`config.mk`:
```
export PLATFORM = sky130hd
export DESIGN_NAME = px_burst_writer
export DESIGN_NICKNAME = d
export VERILOG_FILES = /design/src/rtl/px_axi_pkg.sv /design/src/rtl/px_burst_writer.sv
export SDC_FILE = /design/constraint.sdc
export NUM_CORES = 1
export LEC_CHECK = 0
export ABC_AREA = 1
export BUFFER_PORTS_ARGS = -buffer_cell sky130_fd_sc_hd__buf_2
export CORE_AREA = 2 2 165 167
export CTS_CLUSTER_DIAMETER = 200
export DETAILED_ROUTE_END_ITERATION = 8
export DIE_AREA = 0 0 167 169
export GPL_ROUTABILITY_DRIVEN = 0
export GPL_TIMING_DRIVEN = 0
export MAX_ROUTING_LAYER = met4
export PLACE_DENSITY_LB_ADDON = 0.2
export SYNTH_ARGS = -nofsm -noshare
export SYNTH_HDL_FRONTEND = slang
export SYNTH_SLANG_ARGS = --single-unit
```
`constraint.sdc`:
```
create_clock -name m_axi_aclk -period 1.9 [get_ports m_axi_aclk]
set_input_delay 0.475 -clock m_axi_aclk [delete_from_list [all_inputs] [get_ports m_axi_aclk]]
set_output_delay 0.475 -clock m_axi_aclk [all_outputs]
set_load 0.02 [all_outputs]
```
`src/rtl/px_axi_pkg.sv`:
```
// ---------------------------------------------------------------------------
// px_axi_pkg
// Shared AXI4 constants and write-master state encoding. The read master
// imports the same package, so both masters present identical AxCACHE/AxPROT
// attributes on the shared interconnect port.
//
// Contents:
//   PX_ST_*      write-master state codes (3-bit)
//   AXSIZE_4B    4-byte beat size
//   BURST_INCR   incrementing burst type
//   RESP_OKAY    OKAY response code
//   AXCACHE_DEF  bufferable/modifiable, no allocate
//   AXPROT_DEF   unprivileged, secure, data access
//   WSTRB_FULL   all byte lanes valid
//   px_burst_len() beats for the next burst: min(max_beats, remaining)
// ---------------------------------------------------------------------------
package px_axi_pkg;

    typedef logic [2:0] px_state_t;

    localparam px_state_t PX_ST_IDLE = 3'd0;
    localparam px_state_t PX_ST_AW   = 3'd1;
    localparam px_state_t PX_ST_W    = 3'd2;
    localparam px_state_t PX_ST_B    = 3'd3;
    localparam px_state_t PX_ST_DONE = 3'd4;

    localparam logic [2:0] AXSIZE_4B   = 3'b010;
    localparam logic [1:0] BURST_INCR  = 2'b01;
    localparam logic [1:0] RESP_OKAY   = 2'b00;
    localparam logic [3:0] AXCACHE_DEF = 4'b0011;
    localparam logic [2:0] AXPROT_DEF  = 3'b000;
    localparam logic [3:0] WSTRB_FULL  = 4'hF;

    // Beat count of the next burst. Both operands are widened to 32 bits so
    // the caller's counter width does not matter; the result fits in 9 bits
    // because a burst never exceeds 256 beats.
    function automatic logic [8:0] px_burst_len(input logic [31:0] remaining,
                                                input logic [31:0] max_beats);
        logic [31:0] pick;
        pick = (remaining < max_beats) ? remaining : max_beats;
        return pick[8:0];
    endfunction

endpackage

```
`src/rtl/px_burst_writer.sv`:
```
// ---------------------------------------------------------------------------
// px_burst_writer
// AXI4 burst write master for the pixel write-back path. Takes 32-bit words
// from a valid/ready stream and writes them to DDR as INCR bursts of up to
// BURST_LEN beats starting at dst_addr, then pulses done.
//
// Ports:
//   m_axi_aclk, m_axi_areset   clock, synchronous active-high reset
//   start, dst_addr, num_words job request (pulse), latched when idle
//   busy, done, md_error       job status; md_error is sticky per job
//   s_tdata/s_tvalid/s_tready  pixel word stream in
//   m_axi_aw*                  write address channel
//   m_axi_w*                   write data channel (wdata passes s_tdata)
//   m_axi_b*                   write response channel
//
// state | meaning
// ------+-------------------------------------------------------------------
// IDLE  | waiting for start
// AW    | first cycle loads burst address/length, then holds awvalid
// W     | streaming len beats, stream and W channel joined combinationally
// B     | waiting for the write response, then advances address/remaining
// DONE  | one-cycle done pulse, drops busy
// ---------------------------------------------------------------------------
module px_burst_writer
    import px_axi_pkg::*;
#(
    parameter int BURST_LEN = 16,
    parameter int CNT_W     = 24
) (
    input  logic             m_axi_aclk,
    input  logic             m_axi_areset,

    input  logic             start,
    input  logic [31:0]      dst_addr,
    input  logic [CNT_W-1:0] num_words,
    output logic             busy,
    output logic             done,
    output logic             md_error,

    input  logic [31:0]      s_tdata,
    input  logic             s_tvalid,
    output logic             s_tready,

    output logic             m_axi_awvalid,
    input  logic             m_axi_awready,
    output logic [31:0]      m_axi_awaddr,
    output logic [7:0]       m_axi_awlen,
    output logic [2:0]       m_axi_awsize,
    output logic [1:0]       m_axi_awburst,
    output logic [2:0]       m_axi_awprot,
    output logic [3:0]       m_axi_awcache,

    output logic             m_axi_wvalid,
    input  logic             m_axi_wready,
    output logic [31:0]      m_axi_wdata,
    output logic [3:0]       m_axi_wstrb,
    output logic             m_axi_wlast,

    input  logic             m_axi_bvalid,
    output logic             m_axi_bready,
    input  logic [1:0]       m_axi_bresp
);

    localparam logic [31:0] MAX_BEATS = 32'(BURST_LEN);

    px_state_t        state;
    logic [31:0]      addr;
    logic [CNT_W-1:0] rem;
    logic [8:0]       len;
    logic [8:0]       beat;
    logic             awvalid_q;
    logic [31:0]      awaddr_q;
    logic [7:0]       awlen_q;
    logic             busy_q;
    logic             done_q;
    logic             md_error_q;

    logic [8:0]       len_next;
    logic             in_w;
    logic             last_beat;
    logic             w_fire;
    logic             last_burst;
    logic [31:0]      addr_step;

    assign len_next   = px_burst_len(32'(rem), MAX_BEATS);
    assign in_w       = (state == PX_ST_W);
    assign last_beat  = in_w && (beat == (len - 9'd1));
    assign w_fire     = in_w && s_tvalid && m_axi_wready;
    assign last_burst = (rem == CNT_W'(len));
    assign addr_step  = {21'd0, len, 2'b00};

    always_ff @(posedge m_axi_aclk) begin
        if (m_axi_areset) begin
            state      <= PX_ST_IDLE;
            addr       <= '0;
            rem        <= '0;
            len        <= '0;
            beat       <= '0;
            awvalid_q  <= 1'b0;
            awaddr_q   <= '0;
            awlen_q    <= '0;
            busy_q     <= 1'b0;
            done_q     <= 1'b0;
            md_error_q <= 1'b0;
        end else begin
            done_q <= 1'b0;
            case (state)
                PX_ST_IDLE: begin
                    if (start) begin
                        addr       <= dst_addr;
                        rem        <= num_words;
                        md_error_q <= 1'b0;
                        busy_q     <= 1'b1;
                        state      <= (num_words == '0) ? PX_ST_DONE : PX_ST_AW;
                    end
                end

                PX_ST_AW: begin
                    // The setup cycle registers the address beat so awaddr and
                    // awlen come straight from flops while awvalid is high.
                    if (!awvalid_q) begin
                        awaddr_q  <= addr;
                        awlen_q   <= 8'(len_next - 9'd1);
                        len       <= len_next;
                        awvalid_q <= 1'b1;
                    end else if (m_axi_awready) begin
                        awvalid_q <= 1'b0;
                        beat      <= '0;
                        state     <= PX_ST_W;
                    end
                end

                PX_ST_W: begin
                    if (w_fire) begin
                        beat <= beat + 9'd1;
                        if (last_beat) begin
                            state <= PX_ST_B;
                        end
                    end
                end

                PX_ST_B: begin
                    if (m_axi_bvalid) begin
                        if (m_axi_bresp != RESP_OKAY) begin
                            md_error_q <= 1'b1;
                        end
                        // len never exceeds rem, so this cannot underflow.
                        rem   <= rem - CNT_W'(len);
                        addr  <= addr + addr_step;
                        state <= last_burst ? PX_ST_DONE : PX_ST_AW;
                    end
                end

                PX_ST_DONE: begin
                    done_q <= 1'b1;
                    busy_q <= 1'b0;
                    state  <= PX_ST_IDLE;
                end

                default: begin
                    state <= PX_ST_IDLE;
                end
            endcase
        end
    end

    assign busy          = busy_q;
    assign done          = done_q;
    assign md_error      = md_error_q;

    assign m_axi_awvalid = awvalid_q;
    assign m_axi_awaddr  = awaddr_q;
    assign m_axi_awlen   = awlen_q;
    assign m_axi_awsize  = AXSIZE_4B;
    assign m_axi_awburst = BURST_INCR;
    assign m_axi_awprot  = AXPROT_DEF;
    assign m_axi_awcache = AXCACHE_DEF;

    // Stream and W channel are joined only in W, so no beat can leave before
    // its address has been accepted and bursts never overlap.
    assign m_axi_wvalid  = in_w & s_tvalid;
    assign s_tready      = in_w & m_axi_wready;
    assign m_axi_wdata   = s_tdata;
    assign m_axi_wstrb   = WSTRB_FULL;
    assign m_axi_wlast   = last_beat;

    assign m_axi_bready  = (state == PX_ST_B);

endmodule

```
# ---- Word-level counts from Yosys, hierarchy flattened
# Index checks and enable logic that the tools add are counted.
dict set report totals {
  reg_bits 121
  input_bits 97
  output_inout_bits 96
  wordCells 77
}
dict set report op_classes {
  n_addsub 5
  order_cmp 1
  n_eq_ne 13
  muxes 29
  n_bitwise 3
  reduce_logical 15
}
# op n
set ops {}
lappend ops {{$mux W32} 2}
lappend ops {{$pmux W32 S2} 1}
lappend ops {{$mux W24} 2}
lappend ops {{$pmux W24 S2} 1}
lappend ops {{$mux W9} 4}
lappend ops {{$add A32 B11 Y32} 1}
lappend ops {{$eq A24 B9 Y1} 1}
lappend ops {{$logic_not A24 Y1} 1}
lappend ops {{$lt A24 B5 Y1 const B} 1}
lappend ops {{$mux W3} 8}
lappend ops {{$sub A24 B9 Y24} 1}
lappend ops {{$pmux W9 S2} 1}
lappend ops {{$pmux W3 S4} 1}
lappend ops {{$ne A2 B2 Y1 const B} 5}
lappend ops {{$add A9 B1 Y9 const B} 1}
lappend ops {{$eq A9 B9 Y1} 1}
lappend ops {{$sub A9 B1 Y9 const B} 1}
lappend ops {{$reduce_and A4 Y1} 2}
lappend ops {{$reduce_bool A2 Y1} 4}
lappend ops {{$sub A8 B1 Y8 const B} 1}
lappend ops {{$mux W1} 7}
lappend ops {{$eq A3 B2 Y1 const B} 2}
lappend ops {{$reduce_and A6 Y1} 1}
lappend ops {{$ne A2 B1 Y1 const B} 2}
lappend ops {{9 further kinds} 14}

# ---- Depth between registers and ports, before layout
dict set report logic_depth {
  word_depth 6
  depth_mapped 14
  depth_no_buf 14
}

# ---- Worst setup path before layout
# OpenSTA, ideal clock, no wires.
dict set report synth_timing {
  path_kind {reg-to-output}
  from {reg len[1]}
  to {out m_axi_wlast}
  t_arrival_ps 1645
  required_time_ps 1425
  setup_slack_ps -220
  path_stages_with_launch 12
  path_buffers 0
  cell_sequence {dfxtp_1 -> inv_1 -> ha_1 -> inv_1 -> nand2_1 -> nand2_1 -> nand2_1 -> nor2_1 -> nand3_1 -> nor3_1 -> nand2_1 -> nor2_1}
}
dict set report synth_between {
  elab_chain_len 3
}
# element line_no
set synth_lines {}
lappend synth_lines {{from (decl)} px_burst_writer.sv:69} ;# logic [8:0] len;
lappend synth_lines {{from (signal assigned)} px_burst_writer.sv:124} ;# len <= len_next;
lappend synth_lines {{$sub A9 B1 Y9} px_burst_writer.sv:87} ;# assign last_beat = in_w && (beat == (len - 9'd1));
lappend synth_lines {{$eq A9 B9 Y1} px_burst_writer.sv:87}
lappend synth_lines {{$logic_and A1 B1 Y1} px_burst_writer.sv:87}
lappend synth_lines {{to (decl)} px_burst_writer.sv:57} ;# output logic m_axi_wlast,
# Every way passes these cells.

# ---- Final worst setup path
# Ends and elaborated chain as after synthesis.

==> flow_metrics.tcl <==
set metrics [dict create \
    n_antenna_cell 0 \
    overflow 0 \
    totalWireLength_microns 29800 \
    status "finished with violations" \
    path_clk_slew_ns 0.06 \
    post-dp-hpwl_microns 21900 \
    cts_root_buf "clkbuf_16" \
    pwr-share-comb 0.581 \
    violations "negative setup slack" \
    cts_sinks 121 \
    fin_area_sq_mm 0.0112 \
    pwr-share-clk 0.175 \
    worst_pin_slew_ns 0.847 \
    finalNetCount 1579 \
    hold_viol_final 0 \
    rsz0062_at_grt "yes" \
    fin_tns_setup_ns -2.28 \
    die_x_microns 167 \
    synthFlopType "dfxtp_1" \
    cp_cell_sequence "inv_4, ha_4, inv_2, nand2_1, nand2_1, nand2_1, nor2_1, nand3_1, nor3_2, nand2_1, nor2_4, buf_6" \
    grt_max_degree 17 \
    cts.htree.levels 4 \
    vias 8938 \
    power_mw 18.8 \
    cp.arrival_ns 1.97 \
    highest_layer "met4" \
    finalClockSkew_ns 0.0122 \
    grt_pass1_wl_microns 44200 \
    cts_made_buffers 17 \
    drv_cap 0 \
    synth_warnings 0 \
    insertion_delay_ns 0.44 \
    p_leak_nw 4.96 \
    ctsHoldBuffers 0 \
    ant_nets 0 \
    powerDensity_mw_per_mm2 1680 \
    syn_area_sq_mm 0.00785 \
    ys_seq_area_frac 0.309 \
    start_kind "register" \
    hold_start "dst_addr[1]" \
    crit_type "register to primary output" \
    dp.cells 1732 \
    crit_start "len[1]" \
    cts_tree "yes" \
    coreArea_sq_mm 0.0265 \
    portBuffers 143 \
    via_per_inst 4.93 \
    pwr-share-seq 0.245 \
    netlist_instances 1234 \
    met2RoutedLength_microns 14800 \
    crit_path_frequent_cell "nand2_1" \
    synthToLayoutAreaGrowth_pct 42.7 \
    relSlewSlack 0.436 \
    instances_no_fill 1813 \
    crit_path_top_delay_cell "dfxtp_4" \
    max_freq_mhz 409 \
    cts_max_path_buffers 2 \
    async_reset_ff_frac 0 \
    placed_area_sq_mm 0.00909 \
    boundaryPins 193 \
    grt_pass1_vias 8121 \
    dieHeight_microns 169 \
    track_usage 0.207 \
    period_needed_ns 2.44 \
    setup_violations 21 \
    rows 60 \
    hold_path_class "primary input to register" \
    syn-mean-instance-area_sq_um 6.36 \
    final_max_slew_viol_count 0 \
    vdd_drop_max_mv 0.779 \
    crit_path_end_kind "primary output" \
    utilization 0.423 \
    fin_ws_ns -0.543 \
    wire_per_inst_microns 16.4 \
    synth_top_area_cell "dfxtp_1" \
    dieArea_sq_mm 0.0282 \
    slowest_delay_ns 0.38 \
    crit_fanout 4 \
    initial_utilization 0.296 \
    yosys-top-cells-area "dfxtp_1, nand2_1, a21oi_1" \
    ys_types 45 \
    switchingPower_mw 9.07 \
    synth_edf_count 0 \
    drt-initial-drc-count 534 \
    drc_errors 0 \
    internal_power_mw 9.75 \
    synth-seq-cells 121 \
    rr_startpoint "len[0]" \
    finalCritPeriodShare 1.29 \
    p_sw_frac 0.482 \
    antenna_found_initial 0 \
    wl_met3_microns 1400 \
    met1_length_microns 13000 \
    required_ns 1.42 \
    firstDrtPassIters 5 \
    synth.top_cell.area_share 0.309 \
    cp_top_family "simple AND/OR/NAND/NOR gates" \
    crit_buf_inv 3 \
    drive_gt1_frac 0.368 \
]
-- final timing paths --
check,endpoint,slack [ns],cells after the start
setup / recovery,m_axi_wlast,-0.54,12
hold / removal,addr[1],0.30,3
setup reg to reg,rem[18],-0.20,11
hold reg to reg,rem[23],0.46,2
-- cells in the mapped netlist, types with 2 or more instances --
| cell | count |
|---|---|
| a21oi_1 | 124 |
| o211ai_1 | 6 |
| nand3b_1 | 4 |
| buf_2 | 15 |
| a31oi_1 | 8 |
| ha_1 | 21 |
| nand3_1 | 83 |
| o22ai_1 | 2 |
| o21ai_1 | 5 |
| a211oi_1 | 9 |
| buf_4 | 53 |
| fa_1 | 2 |
| nand2_1 | 279 |
| conb_1 | 2 |
| o21a_1 | 3 |
| buf_6 | 4 |
| inv_1 | 122 |
| nand4_1 | 22 |
| dfxtp_1 | 121 |
| inv_2 | 6 |
| nor4_1 | 4 |
| clkbuf_1 | 20 |
| o21ai_0 | 81 |
| nor2_1 | 162 |
| and3_1 | 3 |
| nand2_2 | 3 |
| xor2_1 | 7 |
| nor3_1 | 23 |
| nor2_4 | 3 |
| o21bai_1 | 2 |
| xnor2_1 | 4 |
| nor2_2 | 18 |
-- kinds of logic after synthesis --
logic type / Yosys count / share of synthesized area
compound gates: 246 / 0.168
xor+xnor: 11 / 0.0123
fa+ha+maj: 23 / 0.0386
buf+inv: 221 / 0.137
flops: 121 / 0.309
other cells: 2 / 0.000957
simple gates: 610 / 0.335
-- through the flow --
stage | hold slack (ns) | worst slack, ns
2_1_floorplan | 0.440 | 0.00239
3_3_place_gp | 0.454 | -0.692
3_5_place_dp | 0.457 | -0.670
4_1_cts | 0.284 | -0.575
5_1_grt | 0.289 | -0.696
6_report | 0.300 | -0.543
-- power by group through the flow --
stage | logic, mW | clock network, mW | registers (mW)
after floorplan | 5.36 | 0 | 4.56
after global placement | 7.82 | 0 | 4.42
after detailed placement | 7.85 | 0 | 4.42
after CTS | 9.14 | 3.31 | 4.47
after global routing | 11.8 | 3.41 | 4.72
final | 10.9 | 3.28 | 4.61
-- cell type report --
class                   count  area [sq um]
plain buffers              92           622
clock buffers              18           429
clock inverters            14           150
fillers                  2756         15300
inverters                 128           503
multi-input cells         907          5450
flip-flops and latches    121          2490
well taps                 341           427
repair buffers            192          1140
-- tightest hold or removal path, stage by stage --
cell and delay, ns:
buf_2 0.10, nand2_1 0.05, a21oi_1 0.06
-- what timing repair did --
action                     4_1_cts  5_1_grt
buffers inserted                23       27
pin swaps                       33       64
gates resized for setup        156      168
gates cloned                     0        1
setup endpoints to repair       57       60
-- routing by layer --
layer | global-route usage | up-vias
met5 | - | -
met4 | 0.0630 | 0
met3 | 0.0299 | 40
met2 | 0.359 | 282
met1 | 0.249 | 4170
li1 | - | 4446
-- state kept, by name, summed over array words and instances, names as in the netlist --
| name | count |
|---|---|
| addr | 32 |
| len | 9 |
| md_error | 1 |
| m_axi_awvalid | 1 |
| done | 1 |
| m_axi_awaddr | 32 |
| m_axi_awlen | 8 |
| state | 3 |
| rem | 24 |
| busy | 1 |
| beat | 9 |
-- cell usage in the layout (no fill, tap or decap), drive strengths merged, types with 7 or more instances in the layout --
cell and instances:
nand2 284, buf 264, nor2 183, inv 130, a21oi 125, dfxtp 121, o21ai 87, nand3 84
clkbuf 38, nor3 24, nand4 22, ha 21, conb 16, a211oi 9, a31oi 8, o211ai 7
xor2 7, clkinv 7
Power figures use the tool's default switching activity.
